### src/rtl/aes_core_arbiter.sv
`default_nettype none
// ============================================================================
// aes_core_arbiter : round-robin front end sharing one AES core between two
//   requesters. Optional hung-core watchdog: define AES_CORE_ARBITER_TIMEOUT_EN
//   Rev 1.0
// ============================================================================
module aes_core_arbiter #(
   parameter int TIMEOUT_CYCLES = 255
) (
   input  logic         clock,
   input  logic         resetModule_n,
   input  logic         req0_valid,
   input  logic         req1_valid,
   input  logic [127:0] req0_data,
   input  logic [127:0] req1_data,
   input  logic [127:0] req0_key,
   input  logic [127:0] req1_key,
   output logic         req0_ready,
   output logic         req1_ready,
   output logic         resp0_valid,
   output logic         resp1_valid,
   output logic [127:0] resp_data,
   output logic [127:0] core_inputData,
   output logic [127:0] core_key,
   output logic         core_inputsLoadedFlag,
   output logic         core_resetModule,
   input  logic [127:0] core_outputData,
   input  logic         core_doneFlag,
   output logic         err_timeout
);

   if (TIMEOUT_CYCLES < 1 || TIMEOUT_CYCLES > 65535) begin : g_timeout_range_check
      $error("aes_core_arbiter: TIMEOUT_CYCLES must be within 1..65535");
   end

`ifdef AES_CORE_ARBITER_TIMEOUT_EN
   typedef enum logic [2:0] {
      S_IDLE       = 3'd0,
      S_ARB        = 3'd1,
      S_FLUSH      = 3'd2,
      S_FLUSH_WAIT = 3'd3,
      S_LAUNCH     = 3'd4,
      S_BUSY       = 3'd5,
      S_RESP       = 3'd6,
      S_TIMEOUT    = 3'd7
   } state_t;

   localparam logic [15:0] c_timeout_last = 16'(TIMEOUT_CYCLES - 1);

   logic [15:0] r_busy_cnt;
`else
   typedef enum logic [2:0] {
      S_IDLE       = 3'd0,
      S_ARB        = 3'd1,
      S_FLUSH      = 3'd2,
      S_FLUSH_WAIT = 3'd3,
      S_LAUNCH     = 3'd4,
      S_BUSY       = 3'd5,
      S_RESP       = 3'd6
   } state_t;

   assign err_timeout = 1'b0;
`endif

   state_t       r_state;
   logic         r_grant;
   logic         r_last_grant;
   logic         r_key_valid;
   logic [127:0] r_last_key;
   logic         r_wait_cnt;

   logic         w_any;
   logic         w_pick;
   logic         w_key_hit;

   // Contention goes to whoever was not served last; a lone request wins outright.
   assign w_any     = req0_valid | req1_valid;
   assign w_pick    = (req0_valid && req1_valid) ? ~r_last_grant : req1_valid;
   assign w_key_hit = r_key_valid && (core_key == r_last_key);

   always_ff @(posedge clock or negedge resetModule_n) begin
      if (!resetModule_n) begin
         r_state               <= S_IDLE;
         r_grant               <= 1'b0;
         r_last_grant          <= 1'b1;
         r_key_valid           <= 1'b0;
         r_last_key            <= '0;
         r_wait_cnt            <= 1'b0;
         req0_ready            <= 1'b0;
         req1_ready            <= 1'b0;
         resp0_valid           <= 1'b0;
         resp1_valid           <= 1'b0;
         resp_data             <= '0;
         core_inputData        <= '0;
         core_key              <= '0;
         core_inputsLoadedFlag <= 1'b0;
         core_resetModule      <= 1'b0;
`ifdef AES_CORE_ARBITER_TIMEOUT_EN
         r_busy_cnt            <= '0;
         err_timeout           <= 1'b0;
`endif
      end else begin
         req0_ready            <= 1'b0;
         req1_ready            <= 1'b0;
         resp0_valid           <= 1'b0;
         resp1_valid           <= 1'b0;
         core_inputsLoadedFlag <= 1'b0;
         core_resetModule      <= 1'b0;
`ifdef AES_CORE_ARBITER_TIMEOUT_EN
         err_timeout           <= 1'b0;
`endif
         case (r_state)
            S_IDLE: begin
               if (w_any) begin
                  r_grant        <= w_pick;
                  core_inputData <= w_pick ? req1_data : req0_data;
                  core_key       <= w_pick ? req1_key  : req0_key;
                  req0_ready     <= ~w_pick;
                  req1_ready     <= w_pick;
                  r_state        <= S_ARB;
               end
            end
            S_ARB: begin
               if (w_key_hit) begin
                  core_inputsLoadedFlag <= 1'b1;
                  r_state               <= S_LAUNCH;
               end else begin
                  core_resetModule <= 1'b1;
                  r_state          <= S_FLUSH;
               end
            end
            S_FLUSH: begin
               r_wait_cnt <= 1'b0;
               r_state    <= S_FLUSH_WAIT;
            end
            S_FLUSH_WAIT: begin
               // Two settle cycles after the key flush before the new key is trusted.
               if (r_wait_cnt) begin
                  r_last_key            <= core_key;
                  r_key_valid           <= 1'b1;
                  core_inputsLoadedFlag <= 1'b1;
                  r_state               <= S_LAUNCH;
               end else begin
                  r_wait_cnt <= 1'b1;
               end
            end
            S_LAUNCH: begin
               r_state <= S_BUSY;
`ifdef AES_CORE_ARBITER_TIMEOUT_EN
               r_busy_cnt <= '0;
`endif
            end
            S_BUSY: begin
               if (core_doneFlag) begin
                  resp_data   <= core_outputData;
                  resp0_valid <= ~r_grant;
                  resp1_valid <= r_grant;
                  r_state     <= S_RESP;
               end
`ifdef AES_CORE_ARBITER_TIMEOUT_EN
               else if (r_busy_cnt == c_timeout_last) begin
                  // Hung core: flush it, forget the key and answer with zeros.
                  err_timeout      <= 1'b1;
                  core_resetModule <= 1'b1;
                  r_key_valid      <= 1'b0;
                  resp_data        <= '0;
                  resp0_valid      <= ~r_grant;
                  resp1_valid      <= r_grant;
                  r_state          <= S_TIMEOUT;
               end else begin
                  r_busy_cnt <= r_busy_cnt + 16'd1;
               end
`endif
            end
            S_RESP: begin
               r_last_grant <= r_grant;
               r_state      <= S_IDLE;
            end
`ifdef AES_CORE_ARBITER_TIMEOUT_EN
            S_TIMEOUT: begin
               r_last_grant <= r_grant;
               r_state      <= S_IDLE;
            end
`endif
            default: r_state <= S_IDLE;
         endcase
      end
   end

endmodule
`default_nettype wire
### config.mk
export PLATFORM = sky130hd
export DESIGN_NAME = aes_core_arbiter
export DESIGN_NICKNAME = d
export VERILOG_FILES = /design/src/rtl/aes_core_arbiter.sv
export SDC_FILE = /design/constraint.sdc
export NUM_CORES = 1
export LEC_CHECK = 0
export ABC_AREA = 0
export CAP_MARGIN = 20
export CORE_AREA = 2 2 404 406
export DETAILED_ROUTE_END_ITERATION = 6
export DIE_AREA = 0 0 406 408
export PLACE_DENSITY_LB_ADDON = 0.12
export SETUP_SLACK_MARGIN = 0.1
export SYNTH_ARGS = -nofsm -noshare
export SYNTH_HDL_FRONTEND = slang
export SYNTH_SLANG_ARGS = --single-unit
### constraint.sdc
create_clock -name clock -period 1.95 [get_ports clock]
set_input_delay 0.39 -clock clock [delete_from_list [all_inputs] [get_ports clock]]
set_output_delay 0.39 -clock clock [all_outputs]
set_load 0.01 [all_outputs]
==> results_dict.tcl <==
set metrics [dict create \
    r2r-end "r_state[1]$_DFFE_PN0P_" \
    gp_routability_congestion 0.878 \
    clkSlewWorstSetupHoldPaths_ps 50 \
    synth_edf_count 0 \
    slew_headroom_pct 48.9 \
    grt_max_degree 57 \
    end_kind "flip-flop" \
    synth_flop_cell "dfrtp_1" \
    status "finished, violations left" \
    dp_hpwl_um 104000 \
    finalHoldViolations 0 \
    worstMarginPinSlew_ps 764 \
    ys_warn_count 0 \
    synth-async-reset-ratio_pct 100 \
    numPortBuffers 1034 \
    area_delta_synth_final_pct 92.7 \
    top_usage_layer "met2" \
    cts-buffers-inserted 74 \
    clock_latency_ps 670 \
    setup_slack_ps -764 \
    cts_sinks 525 \
    final_antenna_net_count 0 \
    layout_common_cells "clkdlybuf4s50_1, dfrtp_1, inv_1" \
    post-route-min-period_ps 2710 \
    routedWlPerCell_um 25.9 \
    clock_skew_ps 25.2 \
    htreeDepth 3 \
    clock_path_buffers 3 \
    layout.nets 3793 \
    use_met2_pct 29.3 \
    crit_type "flip-flop to flip-flop" \
    track_usage_pct 16.3 \
    dp.cells 5122 \
    synth_fp_nets 2351 \
    final_max_slew_viol_count 0 \
    p_leak_uw 0.0195 \
    hold_ws_ps 194 \
    antenna_found_initial 30 \
    start_util_pct 13.4 \
    layout_commonest_cell "clkdlybuf4s50_1" \
    fp.dieH_um 408 \
    ys_ff_latch 525 \
    cts-root-buf "clkbuf_16" \
    use_met1_pct 19.1 \
    cellPowerDensity_nw_per_um2 1710 \
    rsz0062_at_grt "true" \
    cts_tree "built" \
    core_area_um2 162000 \
    netlist_area_um2 21700 \
    rows 148 \
    postSynthAreaPerCell_um2 12.7 \
    grt_pass1_vias 23000 \
    finalSetupViolations 255 \
    ys_seq_area_share_pct 60.6 \
    vias 21216 \
    ys_types 35 \
    finalNonFillerCells 5387 \
    die_x_um 406 \
    drv_cap 0 \
    setup-tns-final_ps -28790 \
    drive_above_1_share_pct 30.9 \
    r2r-start "r_last_key[72]$_DFFE_PN0P_" \
    grt_pass1_wl_um 189000 \
    required_ps 2490 \
    arrival_ps 3250 \
    wl_um 139000 \
    finalCritPeriodShare_pct 139 \
    dpl_cell_area_um2 37200 \
    critPathLaunchType "flip-flop" \
    drt_iter0_drc 2253 \
    ir_drop_uv 627 \
    cp_max_fo 4 \
    netlist_instances 1706 \
    grt_overflow_total 0 \
    drc 17 \
    max_freq_mhz 369 \
    pin_count 1036 \
    r2r_setup_slack_ps -760 \
    violations "DRC, setup timing" \
    vias_per_cell 3.94 \
    hp-class "primary input to async pin" \
    dp_slack_ps -1270 \
    met3_usage_pct 4.12 \
    reg2regPathDepth 9 \
    fill_cells 16994 \
    die-area_um2 166000 \
    drt-pass1-iter-count 7 \
    fin_area_um2 41800 \
]
layout make-up:
type,count,area (µm²),share of cell area (%)
sequential,525,13200,31.5
clock inverter,25,254,0.608
inverter,303,1140,2.72
antenna,12,30.0,0.0719
tap,2175,2720,6.52
clock buffer,103,2170,5.21
timing repair buffer,1486,15200,36.5
multi-input combinational,758,7030,16.8
cell usage after synthesis, drive strengths merged, types with 10 or more instances:
library cell,instances,area [µm²]
o22ai,15,93.8
dfrtp,524,13100
o2bb2ai,11,96.3
xor2,21,184
nand2,45,169
clkbuf,87,327
buf,33,160
nand4,21,131
o21ai,42,210
mux2,220,2480
nor2b,10,62.6
inv,303,1140
nor4,15,93.8
a222oi,257,2570
xnor2,64,561
report_power, final:
group | leakage, µW | internal [µW] | switching (µW)
clock network | 0.00120 | 8180 | 5600
registers | 0.00646 | 16300 | 3690
logic | 0.0118 | 19400 | 18100
total | 0.0195 | 43900 | 27400
cells by family after synthesis:
logic type	count (synthesis)	synth area share, %
other	1	0.0173
AO/OA/AOI/OAI	342	14.4
buffers and inverters	423	7.49
XOR/XNOR	85	3.44
flip-flops	525	60.6
multiplexers	220	11.4
AND/OR/NAND/NOR	110	2.56
worst max-delay path, cell delays in order, from the launching register on:
cell	delay, ps
dfrtp_1	410
xnor2_2	250
nand4_1	360
nor4_4	260
buf_4	150
nand4_1	270
nor4_2	320
nand4_1	170
buf_6	190
a31o_1	210
state kept, by name, indices dropped and copies added (netlist names):
signal,count
resp0_valid,1
r_state,3
r_key_valid,1
resp1_valid,1
r_wait_cnt,1
req1_ready,1
core_inputsLoadedFlag,1
r_grant,1
r_last_grant,1
resp_data,128
core_key,128
r_last_key,128
core_inputData,128
req0_ready,1
core_resetModule,1
stage by stage:
step | total power [µW] | utilization (%)
after global placement | 54800 | 23.0
after global routing | 75800 | 25.8
after detailed placement | 55000 | 23.0
after CTS | 72800 | 25.8
final | 71300 | 25.8
after floorplan | 32300 | -
how the worst max path moves through the flow:
stage / from / endpoint / slack [ps] / depth (start not counted)
2_1_floorplan: r_last_key[63]$_DFFE_PN0P_ / r_state[1]$_DFFE_PN0P_ / 30 / 7
3_3_place_gp: r_last_key[72]$_DFFE_PN0P_ / r_state[1]$_DFFE_PN0P_ / -1330 / 9
3_5_place_dp: r_last_key[72]$_DFFE_PN0P_ / r_state[1]$_DFFE_PN0P_ / -1270 / 9
4_1_cts: r_last_key[72]$_DFFE_PN0P_ / r_state[1]$_DFFE_PN0P_ / -850 / 9
5_1_grt: r_last_key[72]$_DFFE_PN0P_ / r_state[1]$_DFFE_PN0P_ / -880 / 9
6_report: r_last_key[72]$_DFFE_PN0P_ / r_state[1]$_DFFE_PN0P_ / -760 / 9
layer usage:
metal	vias up	wire, µm
met5	-	147
met4	22	3070
met3	166	9400
met2	895	71800
met1	10901	54900
li1	9232	-
repair_timing:
item | in CTS | in global routing
gates resized for setup | 1111 | 51
setup endpoints to repair | 768 | 281
hold endpoints to repair | 151 | 0
pin swaps | 47 | 42
buffers inserted | 86 | 17
gates cloned | 44 | 8
hold buffers | 1 | 0
(Power assumes the default switching activity.)
